==> src/rtl/batch_scheduler.sv <==
// batch_scheduler
//
// Top-level sequencer for the augmentation pipeline. Loads the convolution
// kernel once, then walks a batch of images through read -> augment ->
// convolve -> write, one image in flight at a time (the augmentation BRAMs
// only hold a single image). Pixel strobes on the reader side and on the
// end-writer side are counted to detect image completion. A watchdog turns
// a stalled kernel load or image stream into an error-terminated batch.
//
// Ports
//   clk              system clock
//   reset            synchronous, active-high reset
//   cmd_load_kernel  pulse from PS: load kernel (accepted in IDLE only)
//   cmd_start        pulse from PS: start batch (accepted in IDLE only)
//   cmd_num_images   images in batch, sampled together with cmd_start
//   cmd_abort        pulse from PS: abandon the current operation
//   read_kernel      one-cycle kernel-read request to the reader
//   kernel_loaded    pulse from reader: kernel registers are valid
//   read_image       one-cycle image-read request to the reader
//   image_addr       BRAM base address of the current image
//   in_pixel_valid   reader pixel strobe (input-side count)
//   out_pixel_valid  convolved pixel strobe to end writer (output-side count)
//   image_idx        index of the image currently in flight
//   busy             high while not in IDLE
//   done             one-cycle pulse: batch finished (ok or error)
//   error            sticky; cleared by the next accepted start/load command
//
// Every output is a register. The always_comb block computes the next value
// of every piece of state; the pulse outputs are derived from next_state so
// they line up with the first cycle of the state they belong to.

module batch_scheduler #(
  parameter int                 ADDR_WIDTH_PS   = 32,
  parameter int                 NUM_IMAGES      = 16,
  parameter int                 NUM_PIXELS      = 784,
  parameter logic [ADDR_WIDTH_PS-1:0] IMAGE_BASE_ADDR = 'h24,
  parameter logic [ADDR_WIDTH_PS-1:0] IMAGE_STRIDE    = 'h310,
  parameter int                 TIMEOUT_CYCLES  = 4096,
  localparam int                CW = $clog2(NUM_IMAGES + 1),
  localparam int                PW = $clog2(NUM_PIXELS + 1)
) (
  input  logic                     clk,
  input  logic                     reset,
  input  logic                     cmd_load_kernel,
  input  logic                     cmd_start,
  input  logic [CW-1:0]            cmd_num_images,
  input  logic                     cmd_abort,
  output logic                     read_kernel,
  input  logic                     kernel_loaded,
  output logic                     read_image,
  output logic [ADDR_WIDTH_PS-1:0] image_addr,
  input  logic                     in_pixel_valid,
  input  logic                     out_pixel_valid,
  output logic [CW-1:0]            image_idx,
  output logic                     busy,
  output logic                     done,
  output logic                     error
);

  localparam int WW = $clog2(TIMEOUT_CYCLES + 1);

  localparam logic [CW-1:0] MAX_IMAGES   = CW'(NUM_IMAGES);
  localparam logic [PW-1:0] PIXELS_FULL  = PW'(NUM_PIXELS);
  localparam logic [PW-1:0] PIXELS_LAST  = PW'(NUM_PIXELS - 1);
  localparam logic [WW-1:0] WD_LAST      = WW'(TIMEOUT_CYCLES - 1);

  typedef enum logic [2:0] {
    IDLE,
    KERNEL,
    ISSUE,
    STREAM,
    NEXT,
    DONE
  } state_t;

  state_t                   state, state_nxt;
  logic                     kernel_ok, kernel_ok_nxt;
  logic [CW-1:0]            num, num_nxt;
  logic [CW-1:0]            idx_nxt;
  logic [ADDR_WIDTH_PS-1:0] addr_nxt;
  logic [PW-1:0]            in_cnt, in_cnt_nxt;
  logic [PW-1:0]            out_cnt, out_cnt_nxt;
  logic [WW-1:0]            wd_cnt, wd_cnt_nxt;
  logic                     error_nxt;
  logic [CW-1:0]            idx_plus_one;

  assign idx_plus_one = image_idx + CW'(1);

  // Next-state and next-register computation. The watchdog defaults to zero
  // so that it is cleared by every state change and only counts up while a
  // KERNEL or STREAM cycle passes without any strobe.
  always_comb begin
    state_nxt     = state;
    kernel_ok_nxt = kernel_ok;
    num_nxt       = num;
    idx_nxt       = image_idx;
    addr_nxt      = image_addr;
    in_cnt_nxt    = in_cnt;
    out_cnt_nxt   = out_cnt;
    wd_cnt_nxt    = '0;
    error_nxt     = error;

    unique case (state)
      IDLE: begin
        // A load request wins over a start request in the same cycle.
        if (cmd_load_kernel) begin
          state_nxt     = KERNEL;
          kernel_ok_nxt = 1'b0;
          error_nxt     = 1'b0;
        end else if (cmd_start) begin
          num_nxt  = cmd_num_images;
          idx_nxt  = '0;
          addr_nxt = IMAGE_BASE_ADDR;
          if (!kernel_ok || cmd_num_images == '0 ||
              cmd_num_images > MAX_IMAGES) begin
            state_nxt = DONE;
            error_nxt = 1'b1;
          end else begin
            state_nxt = ISSUE;
            error_nxt = 1'b0;
          end
        end
      end

      KERNEL: begin
        if (kernel_loaded) begin
          kernel_ok_nxt = 1'b1;
          state_nxt     = IDLE;
        end else if (wd_cnt == WD_LAST) begin
          error_nxt = 1'b1;
          state_nxt = DONE;
        end else begin
          wd_cnt_nxt = wd_cnt + WW'(1);
        end
      end

      ISSUE: begin
        in_cnt_nxt  = '0;
        out_cnt_nxt = '0;
        state_nxt   = STREAM;
      end

      STREAM: begin
        // An input strobe beyond a full image is dropped and flagged, but
        // the image keeps going so the writer side can still drain.
        if (in_pixel_valid) begin
          if (in_cnt == PIXELS_FULL) begin
            error_nxt = 1'b1;
          end else begin
            in_cnt_nxt = in_cnt + PW'(1);
          end
        end
        if (out_pixel_valid) begin
          out_cnt_nxt = out_cnt + PW'(1);
          if (out_cnt == PIXELS_LAST) begin
            state_nxt = NEXT;
          end
        end
        if (!in_pixel_valid && !out_pixel_valid) begin
          if (wd_cnt == WD_LAST) begin
            error_nxt = 1'b1;
            state_nxt = DONE;
          end else begin
            wd_cnt_nxt = wd_cnt + WW'(1);
          end
        end
      end

      NEXT: begin
        idx_nxt  = idx_plus_one;
        addr_nxt = image_addr + IMAGE_STRIDE;
        if (idx_plus_one == num) begin
          state_nxt = DONE;
        end else begin
          state_nxt = ISSUE;
        end
      end

      DONE: begin
        state_nxt = IDLE;
      end

      default: begin
        state_nxt = IDLE;
      end
    endcase

    // Abort overrides whatever the state logic decided. The error flag is
    // left alone; the kernel stays valid unless the load itself was aborted
    // (kernel_ok was already cleared when that load was accepted).
    if (cmd_abort && state != IDLE) begin
      state_nxt     = IDLE;
      kernel_ok_nxt = (state == KERNEL) ? 1'b0 : kernel_ok;
      idx_nxt       = '0;
      addr_nxt      = IMAGE_BASE_ADDR;
      in_cnt_nxt    = '0;
      out_cnt_nxt   = '0;
      wd_cnt_nxt    = '0;
      error_nxt     = error;
    end
  end

  // State and output registers. Pulse outputs look at next_state so that
  // read_kernel/read_image/done are high during the first cycle of their
  // state, and busy falls in the same cycle the FSM is back in IDLE.
  always_ff @(posedge clk) begin
    if (reset) begin
      state       <= IDLE;
      kernel_ok   <= 1'b0;
      num         <= '0;
      image_idx   <= '0;
      image_addr  <= IMAGE_BASE_ADDR;
      in_cnt      <= '0;
      out_cnt     <= '0;
      wd_cnt      <= '0;
      error       <= 1'b0;
      read_kernel <= 1'b0;
      read_image  <= 1'b0;
      busy        <= 1'b0;
      done        <= 1'b0;
    end else begin
      state       <= state_nxt;
      kernel_ok   <= kernel_ok_nxt;
      num         <= num_nxt;
      image_idx   <= idx_nxt;
      image_addr  <= addr_nxt;
      in_cnt      <= in_cnt_nxt;
      out_cnt     <= out_cnt_nxt;
      wd_cnt      <= wd_cnt_nxt;
      error       <= error_nxt;
      read_kernel <= (state_nxt == KERNEL) && (state != KERNEL);
      read_image  <= (state_nxt == ISSUE);
      busy        <= (state_nxt != IDLE);
      done        <= (state_nxt == DONE);
    end
  end

endmodule
==> config.mk <==
export PLATFORM = sky130hd
export DESIGN_NAME = batch_scheduler
export DESIGN_NICKNAME = d
export VERILOG_FILES = /design/src/rtl/batch_scheduler.sv
export SDC_FILE = /design/constraint.sdc
export NUM_CORES = 1
export LEC_CHECK = 0
export CAP_MARGIN = 10
export CORE_ASPECT_RATIO = 2
export CORE_MARGIN = 3
export CORE_UTILIZATION = 35
export DETAILED_ROUTE_END_ITERATION = 12
export PLACE_DENSITY = 0.55
export SYNTH_ARGS = -nofsm -noshare
export SYNTH_HDL_FRONTEND = slang
export SYNTH_SLANG_ARGS = --single-unit
==> constraint.sdc <==
create_clock -name clk -period 2.9 [get_ports clk]
set_input_delay 0.58 -clock clk [delete_from_list [all_inputs] [get_ports clk]]
set_output_delay 0.58 -clock clk [all_outputs]
set_load 0.03 [all_outputs]
== Word-level counts from Yosys, hierarchy flattened ==
Index checks and enable logic that the tools add are counted.

* Register bits after elaboration: 84
* Bits of input ports: 13
* Output and inout port bits: 42
* Logic and storage cells: 109

* $add $sub $neg: 5
* $lt $le $gt $ge: 1
* Equal/unequal tests: 23
* Muxes and demuxes: 42
* Bitwise logic cells: 2
* Reductions and logical operators: 23

{| class="wikitable"
|+ Operators with widths
! kind !! number
|-
| two-way mux 32 bit || 2
|-
| case mux 32 bit (2 select lines) || 1
|-
| case mux 10 bit (2 select lines) || 2
|-
| two-way mux 13 bit || 3
|-
| two-way mux 3 bit || 11
|-
| adder 32 x 10 -> 32 bit (second input constant) || 1
|-
| two-way mux 10 bit || 3
|-
| case mux 13 bit (2 select lines) || 1
|-
| adder 10 x 1 -> 10 bit (second input constant) || 2
|-
| equality test 10 bit (second input constant) || 2
|-
| case mux 3 bit (5 select lines) || 1
|-
| != test 2 bit (second input constant) || 7
|-
| adder 13 x 1 -> 13 bit (second input constant) || 1
|-
| equality test 13 x 12 -> 1 bit (second input constant) || 1
|-
| two-way mux 1 bit || 13
|-
| two-way mux 5 bit || 2
|-
| case mux 5 bit (2 select lines) || 1
|-
| equality test 3 x 2 -> 1 bit (second input constant) || 3
|-
| != test 3 bit (second input constant) || 3
|-
| AND reduction 3 bit || 3
|-
| nonzero test 3 bit || 3
|-
| equality test 3 x 1 -> 1 bit (second input constant) || 2
|-
| equality test 3 bit (second input constant) || 2
|-
| nonzero test 2 bit || 3
|-
| 17 further kinds || 23
|}

== Depth between registers and ports, before layout ==
Gate-level depths: netlist of run 1.

* Depth in word-level cells: 10
* Gate-level depth with buffers: 8
* Gate-level depth less buffers: 8

== Worst setup path before layout of run 1 ==
Ideal clock, no wire load.

* Kind: flip-flop to flip-flop
* Start: register image_idx[0]
* End: register read_kernel
* Setup time: 0.100 ns
* Arrival: 2.149 ns
* Data required time: 2.800 ns
* Slack: 0.652 ns
* Stages on the path, launching flop included: 8
* Path buffers: 0
* Period minus slack after synthesis: 2.248 ns
* Path through: dfxtp_1 > ha_1 > xor2_1 > a211oi_2 > o311ai_1 > and2_1 > or3_4 > a2111oi_4

* Longest elaborated chain between the ends: 7

{| class="wikitable"
|+ Ends and longest elaborated chain
! what !! RTL line !! text
|-
| start: declaration || 54 || <nowiki>output logic [CW-1:0] image_idx,</nowiki>
|-
| start signal: assignment || 225 || <nowiki>image_idx <= idx_nxt;</nowiki>
|-
| adder 5 x 1 -> 5 bit || 87 || <nowiki>assign idx_plus_one = image_idx + CW'(1);</nowiki>
|-
| equality test 5 bit || 172 || <nowiki>if (idx_plus_one == num) begin</nowiki>
|-
| two-way mux 3 bit || 172 ||
|-
| case mux 3 bit (5 select lines) || 103 || <nowiki>unique case (state)</nowiki>
|-
| two-way mux 3 bit || 191 || <nowiki>if (cmd_abort && state != IDLE) begin</nowiki>
|-
| equality test 3 x 1 -> 1 bit || 231 || <nowiki>read_kernel <= (state_nxt == KERNEL) && (state != KERNEL);</nowiki>
|-
| logical AND 1 bit || 231 ||
|-
| end signal: assignment || 231 ||
|-
| end: declaration || 48 || <nowiki>output logic read_kernel,</nowiki>
|}

No other way between the ends.
A chain may end at the register's enable or synchronous reset.

== Worst setup path in the final report of run 1 ==
* Start: register image_idx[0]
* End: register busy

* Longest elaborated chain between the ends: 6

{| class="wikitable"
|+ Ends and longest elaborated chain
! what !! RTL line !! text
|-
| adder 5 x 1 -> 5 bit || 87 ||
|-
| equality test 5 bit || 172 ||
|-
| two-way mux 3 bit || 172 ||
|-
| case mux 3 bit (5 select lines) || 103 ||
|-
| two-way mux 3 bit || 191 ||
|-
| nonzero test 3 bit || 233 || <nowiki>busy <= (state_nxt != IDLE);</nowiki>
|-
| end signal: assignment || 233 ||
|-
| end: declaration || 55 || <nowiki>output logic busy,</nowiki>
|}

No other way between the ends.

==> results of run 1 <==
-- final timing paths --
path                startpoint    endpoint  slack (ns)  depth (start not counted)
hold reg to reg     wd_cnt[12]  wd_cnt[12]        0.45                          2
setup / recovery  image_idx[0]        busy        0.39                          7
setup reg to reg  image_idx[0]        busy        0.39                          7
hold / removal      wd_cnt[12]  wd_cnt[12]        0.45                          2
-- stage by stage --
stage / power [mW] / hold slack [ns] / area (sq um)
after detailed placement: 1.579 / 0.4367 / 4537
after global routing: 2.825 / 0.4782 / 4851
final: 2.701 / 0.4535 / 4851
after CTS: 2.744 / 0.4509 / 4843
after global placement: 1.579 / 0.4389 / 4537
after floorplan: 1.451 / 0.4283 / 3877
-- worst register-to-register path: cells and delay by family (launching register included) --
family | cells | cell delay [ns]
AO/OA/AOI/OAI | 5 | 1.54
adder cells (fa/ha/maj) | 1 | 0.31
flip-flops | 1 | 0.37
AND/OR/NAND/NOR | 1 | 0.17
-- sequential cells by signal (all words and copies together) (netlist names) --
signal	flops
image_idx	5
num	5
busy	1
in_cnt	10
out_cnt	10
read_kernel	1
state	3
error	1
read_image	1
image_addr	29
done	1
wd_cnt	13
kernel_ok	1
-- layer usage --
| metal | global-route usage | vias up | share of wire |
|---|---|---|---|
| li1 | - | 1696 | - |
| met1 | 0.1567 | 1521 | 0.39 |
| met2 | 0.2935 | 64 | 0.55 |
| met3 | 0.02914 | 12 | 0.037 |
| met4 | 0.07091 | 0 | 0.019 |
| met5 | 0 | - | 0 |
-- placed cells by master, fill, tap and decap left out, types with 3 or more instances in the layout --
| cell | Yosys | final |
|---|---|---|
| nor2b_1 | 5 | 5 |
| buf_4 | 3 | 8 |
| inv_1 | 12 | 12 |
| and3_1 | 8 | 8 |
| clkdlybuf4s50_1 | 0 | 51 |
| nor4_1 | 4 | 4 |
| nor2_1 | 74 | 74 |
| o21ai_1 | 3 | 3 |
| nand3_1 | 20 | 20 |
| clkbuf_16 | 0 | 9 |
| nand2b_1 | 4 | 4 |
| a211oi_1 | 4 | 4 |
| xnor2_1 | 21 | 21 |
| conb_1 | 1 | 3 |
| o21ai_0 | 12 | 12 |
| dfxtp_1 | 81 | 81 |
| a21oi_1 | 30 | 30 |
| or3_1 | 9 | 9 |
| and2_1 | 3 | 3 |
| xor2_1 | 29 | 29 |
| nor3_1 | 15 | 15 |
| nand4_1 | 14 | 14 |
| o21a_1 | 3 | 3 |
| ha_1 | 6 | 6 |
| nand2_1 | 42 | 42 |
-- power groups by stage --
stage,clock [mW],combinational [mW],sequential [mW]
after CTS,1.19,0.379,1.18
after floorplan,0,0.230,1.22
after global routing,1.23,0.416,1.18
after detailed placement,0,0.376,1.20
final,1.15,0.378,1.18
after global placement,0,0.376,1.20
-- final cells by class --
class                      instances  area (sq um)  share of cell area
clock buffer                      10         239.0             0.04926
timing repair buffer              59         570.5              0.1176
tap                              137         171.4             0.03534
clock inverter                     6         67.56             0.01393
sequential                        81          1622              0.3343
inverter                          13         48.80             0.01006
multi-input combinational        350          2132              0.4395
-- logic make-up (layout without fill, tap and decap cells) --
kind of cell,Yosys count,count (layout),synth area share
and+or+nand+nor,218,218,0.2816
DFF,81,81,0.4190
AOI/OAI and AO/OA,71,71,0.1284
xor gates and xnor gates,50,50,0.1132
buffers and inverters,28,88,0.03201
adders and majority gates,7,7,0.02198
other,1,3,0.0009690
muxes,1,1,0.002910
==> impl_metrics.py, run 1 <==
metrics = {
    "sta": {
        "fin_setup_tns_ns": 0,
        "fin_crit_ns": 2.512,
        "setup_viol": 0,
        "max_slew_margin": 0.5539,
        "slew_viol_final": 0,
        "finClkSkew_ns": 0.007753,
        "setup_slack_ns": 0.3880,
        "fin_crit_sh": 0.8662,
        "worst_pin_slew_ns": 0.6631,
        "hold_viol_final": 0,
        "rsz0062_at_grt": "false",
        "max_freq_mhz": 398.1,
    },
    "clocking": {
        "cts_sinks": 81,
        "cts-htree-levels": 3,
        "ctsResizeCount": 0,
        "cts_tree": "yes",
        "cts_buffers": 9,
        "cts_buffer_depth": 2,
        "clk_latency_ns": 0.34,
        "cts.clk_slew.worst_paths_ns": 0.06,
        "cts_root_buf": "clkbuf_16",
        "hold_buffers": 0,
        "postCtsSetupRepairBufs": 0,
    },
    "job": {
        "maxCapViolCount": 0,
    },
    "critical_path": {
        "crit_type": "reg2reg",
        "cp-end-kind": "register",
        "cp_num_buf_inv": 0,
        "crit_family": "compound AO/OA/AOI/OAI gates",
        "cp_cell_sequence": "ha_1 > nor3b_1 > o21a_1 > o311ai_1 > o221ai_1 > o41ai_1 > o21ai_1",
        "cp_slowest_stage_delay_ns": 0.56,
        "cp_max_fo": 7,
        "cp_data_arrival_time_ns": 2.72,
        "crit_required_ns": 3.11,
        "crit_path_start_kind": "register",
        "slowest_stage": "o311ai_1",
    },
    "yosys": {
        "ys_types": 60,
        "syn_inst": 457,
        "async_reset_ff_frac": 0,
        "post-synth-top-count-cell": "dfxtp_1",
        "ys_seq_area_frac": 0.4190,
        "yosys.area.top_type": "dfxtp_1",
        "netlist_area_sq_um": 3870,
        "yosys_warnings": 0,
        "synth_area_leaders": "dfxtp_1, nor2_1, xor2_1, xnor2_1, nand2_1",
        "synth_area_per_cell_sq_um": 8.468,
        "ys_ff_latch": 81,
        "synth_top_area_share": 0.4190,
        "synth_ff_type": "dfxtp_1",
        "synth_common_cells": "dfxtp_1, nor2_1, nand2_1",
        "synth_edf_count": 0,
    },
    "route": {
        "vias": 3293,
        "dr.pass1.iters": 5,
        "routed_via_density": 5.020,
        "routed_wl_um": 9162,
        "drtIter0Drc": 96,
        "final_antenna_net_count": 0,
        "drc": 0,
        "wl_per_cell_um": 13.97,
    },
    "die": {
        "num_rows": 53,
        "core_sq_um": 10680,
        "die_w_um": 80.36,
        "io_pins": 55,
        "start_util": 0.3625,
        "fp.dieH_um": 154.7,
        "dieArea_sq_um": 12430,
    },
    "power": {
        "p_per_area_nw_per_um2": 556.9,
        "pwr-share-clk": 0.424,
        "p_leak_nw": 1.693,
        "power_frac_seq": 0.436,
        "combPwrFrac": 0.140,
        "p_int_mw": 1.976,
        "switching_share": 0.2685,
        "ir_worst_vdd_mv": 0.3863,
        "p_sw_uw": 725.4,
    },
    "global_routing": {
        "overflow": 0,
        "grt_max_degree": 27,
        "grt_pass1_wl_um": 15010,
        "grtUsageTotal": 0.1549,
        "antenna_found_initial": 0,
        "grt_pass1_vias": 3155,
    },
    "placed_design": {
        "gp_congestion": 0.8344,
        "port_buffers": 51,
        "hpwlAfterDp_um": 7003,
        "dp.cells": 639,
        "pre_cts_slack_ns": 0.09477,
    },
    "finish": {
        "n_antenna_cell": 0,
        "stdcell_count": 656,
        "nNetsFinal": 533,
        "drive_gt1_frac": 0.07514,
        "syn_to_final_growth_pct": 25.35,
        "post-route-util": 0.4544,
        "fillCellCount": 1076,
    },
    "run_status": {
        "status": "finished, final reports clean",
    },
    "min_path": {
        "hp-class": "reg2reg",
    },
}
(Power assumes the default switching activity.)
==> run 2, diff against run 1 <==
Settings changed: PLACE_DENSITY 0.55 to not set, PLACE_DENSITY_LB_ADDON set to 0.12.
==> impl_metrics.py, run 2 (synthesized netlist as in run 1, its figures left out) <==
metrics = {
    "critical_path": {
        "r2r-start": "image_idx[0]",
        "cp.depth": 7,
        "r2r-end": "busy",
        "ff2ff_setup_slack_ns": 0.37,
        "crit_required_ns": 3.11,
        "r2r_cells": 7,
        "cp_max_fo": 7,
        "crit_family": "compound AO/OA/AOI/OAI gates",
        "startpoint": "image_idx[0]",
        "crit_path_end": "busy",
        "cp_num_buf_inv": 0,
        "crit_path_start_kind": "register",
        "crit_type": "reg2reg",
        "slowest_stage": "o311ai_1",
        "cp_slowest_stage_delay_ns": 0.60,
        "cp_cell_sequence": "ha_1 > nor2b_1 > o21a_1 > o311ai_1 > o221ai_1 > o41ai_1 > o21ai_1",
        "cp_data_arrival_time_ns": 2.75,
        "cp-end-kind": "register",
    },
    "job": {
        "maxCapViolCount": 0,
    },
    "finish": {
        "top_register": "image_addr",
        "syn_to_final_growth_pct": 24.54,
        "final_cell_mix": "dfxtp_1, nor2_1, clkdlybuf4s50_1, nand2_1, a21oi_1",
        "drive_gt1_frac": 0.07336,
        "mostFrequentLayoutCell": "dfxtp_1",
        "n_antenna_cell": 0,
        "post-route-util": 0.4514,
        "biggestRegsByFlops": "image_addr: 29 flops, wd_cnt: 13 flops",
        "multi_input_area_sq_um": 2132,
        "register_area_sq_um": 1622,
        "largest_reg_flops": 29,
        "fillCellCount": 1098,
        "nNetsFinal": 532,
        "stdcell_count": 655,
    },
    "route": {
        "vias": 3308,
        "wl_per_cell_um": 13.93,
        "drtIter0Drc": 87,
        "routed_wl_um": 9127,
        "routed_via_density": 5.050,
        "dr.pass1.iters": 4,
        "drc": 0,
        "final_antenna_net_count": 0,
    },
    "power": {
        "p_leak_nw": 1.673,
        "p_int_mw": 1.874,
        "p_sw_uw": 755.4,
        "p_total_mw": 2.629,
        "pwr-share-clk": 0.410,
        "ir_worst_vdd_mv": 0.3679,
        "power_frac_seq": 0.448,
        "p_per_area_nw_per_um2": 545.5,
        "combPwrFrac": 0.143,
        "switching_share": 0.2873,
    },
    "sta": {
        "rsz0062_at_grt": "false",
        "max_freq_mhz": 394.9,
        "slew_viol_final": 0,
        "setup_viol": 0,
        "finClkSkew_ns": 0.01447,
        "max_slew_margin": 0.2246,
        "fin_setup_tns_ns": 0,
        "fin_crit_ns": 2.532,
        "fin_crit_sh": 0.8732,
        "worst_pin_slew_ns": 1.155,
        "hold_viol_final": 0,
        "setup_slack_ns": 0.3676,
    },
    "min_path": {
        "hp-class": "reg2reg",
        "worstHoldPathCells": 1,
    },
    "die": {
        "io_pins": 55,
        "fp.dieH_um": 154.7,
        "num_rows": 53,
        "dieArea_sq_um": 12430,
        "start_util": 0.3625,
        "core_sq_um": 10680,
        "die_w_um": 80.36,
    },
    "clocking": {
        "cts.clk_slew.worst_paths_ns": 0.06,
        "ctsResizeCount": 0,
        "clk_latency_ns": 0.34,
        "hold_buffers": 0,
        "cts_sinks": 81,
        "cts_root_buf": "clkbuf_16",
        "cts-htree-levels": 3,
        "cts_buffers": 9,
        "cts_buffer_depth": 2,
        "postCtsSetupRepairBufs": 0,
        "cts_tree": "yes",
    },
    "global_routing": {
        "grt_max_degree": 27,
        "grt_pass1_vias": 3200,
        "antenna_found_initial": 0,
        "grt_pass1_wl_um": 15270,
        "overflow": 0,
        "grtUsageTotal": 0.1564,
    },
    "placed_design": {
        "dp.cells": 639,
        "hpwlAfterDp_um": 7111,
        "gp_congestion": 0.8044,
        "pre_cts_slack_ns": 0.1809,
        "port_buffers": 51,
    },
    "run_status": {
        "status": "finished, final reports clean",
    },
}
run 2: cell types whose count changed in the layout (fill, tap and decap cells not counted), sizes merged:
cell and delta:
buf -1, bufinv -1, clkbuf -1, clkinv -3
clkinvlp +1, inv +4
run 2: worst min-delay path by stage:
stage	slack (ns)	to	from
detailed placement	0.44	image_addr[2]	image_addr[2]
floorplan	0.43	wd_cnt[12]	wd_cnt[12]
global placement	0.44	wd_cnt[0]	wd_cnt[0]
finish	0.45	image_addr[2]	image_addr[2]
global route	0.49	image_addr[2]	image_addr[2]
CTS	0.46	image_addr[2]	image_addr[2]
run 2: final cells by class:
cell class / instances / share of cell area
sequential: 81 / 0.3364
clock inverter: 7 / 0.01194
inverter: 13 / 0.01012
timing repair buffer: 58 / 0.1168
clock buffer: 9 / 0.04673
multi-input combinational: 350 / 0.4424
tap: 137 / 0.03557
run 2: metal layers:
metal | track usage | part of all wire | vias up
met1 | 0.1624 | 0.38 | 1548
met3 | 0.03089 | 0.030 | 12
met5 | 0 | 0 | -
li1 | - | - | 1692
met2 | 0.2959 | 0.57 | 56
met4 | 0.06124 | 0.018 | 0
run 2: power by group through the flow:
stage                     sequential [mW]  combinational, mW  clock, mW
final                                1.18              0.375       1.08
after global routing                 1.18              0.413       1.17
after CTS                            1.18              0.379       1.11
after detailed placement             1.20              0.378          0
after global placement               1.20              0.376          0
after floorplan                      1.22              0.230          0
run 2: through the flow:
step / area (sq um) / hold slack [ns]
2_1_floorplan: 3877 / 0.4283
3_3_place_gp: 4537 / 0.4397
3_5_place_dp: 4537 / 0.4443
4_1_cts: 4820 / 0.4594
5_1_grt: 4820 / 0.4854
6_report: 4820 / 0.4549
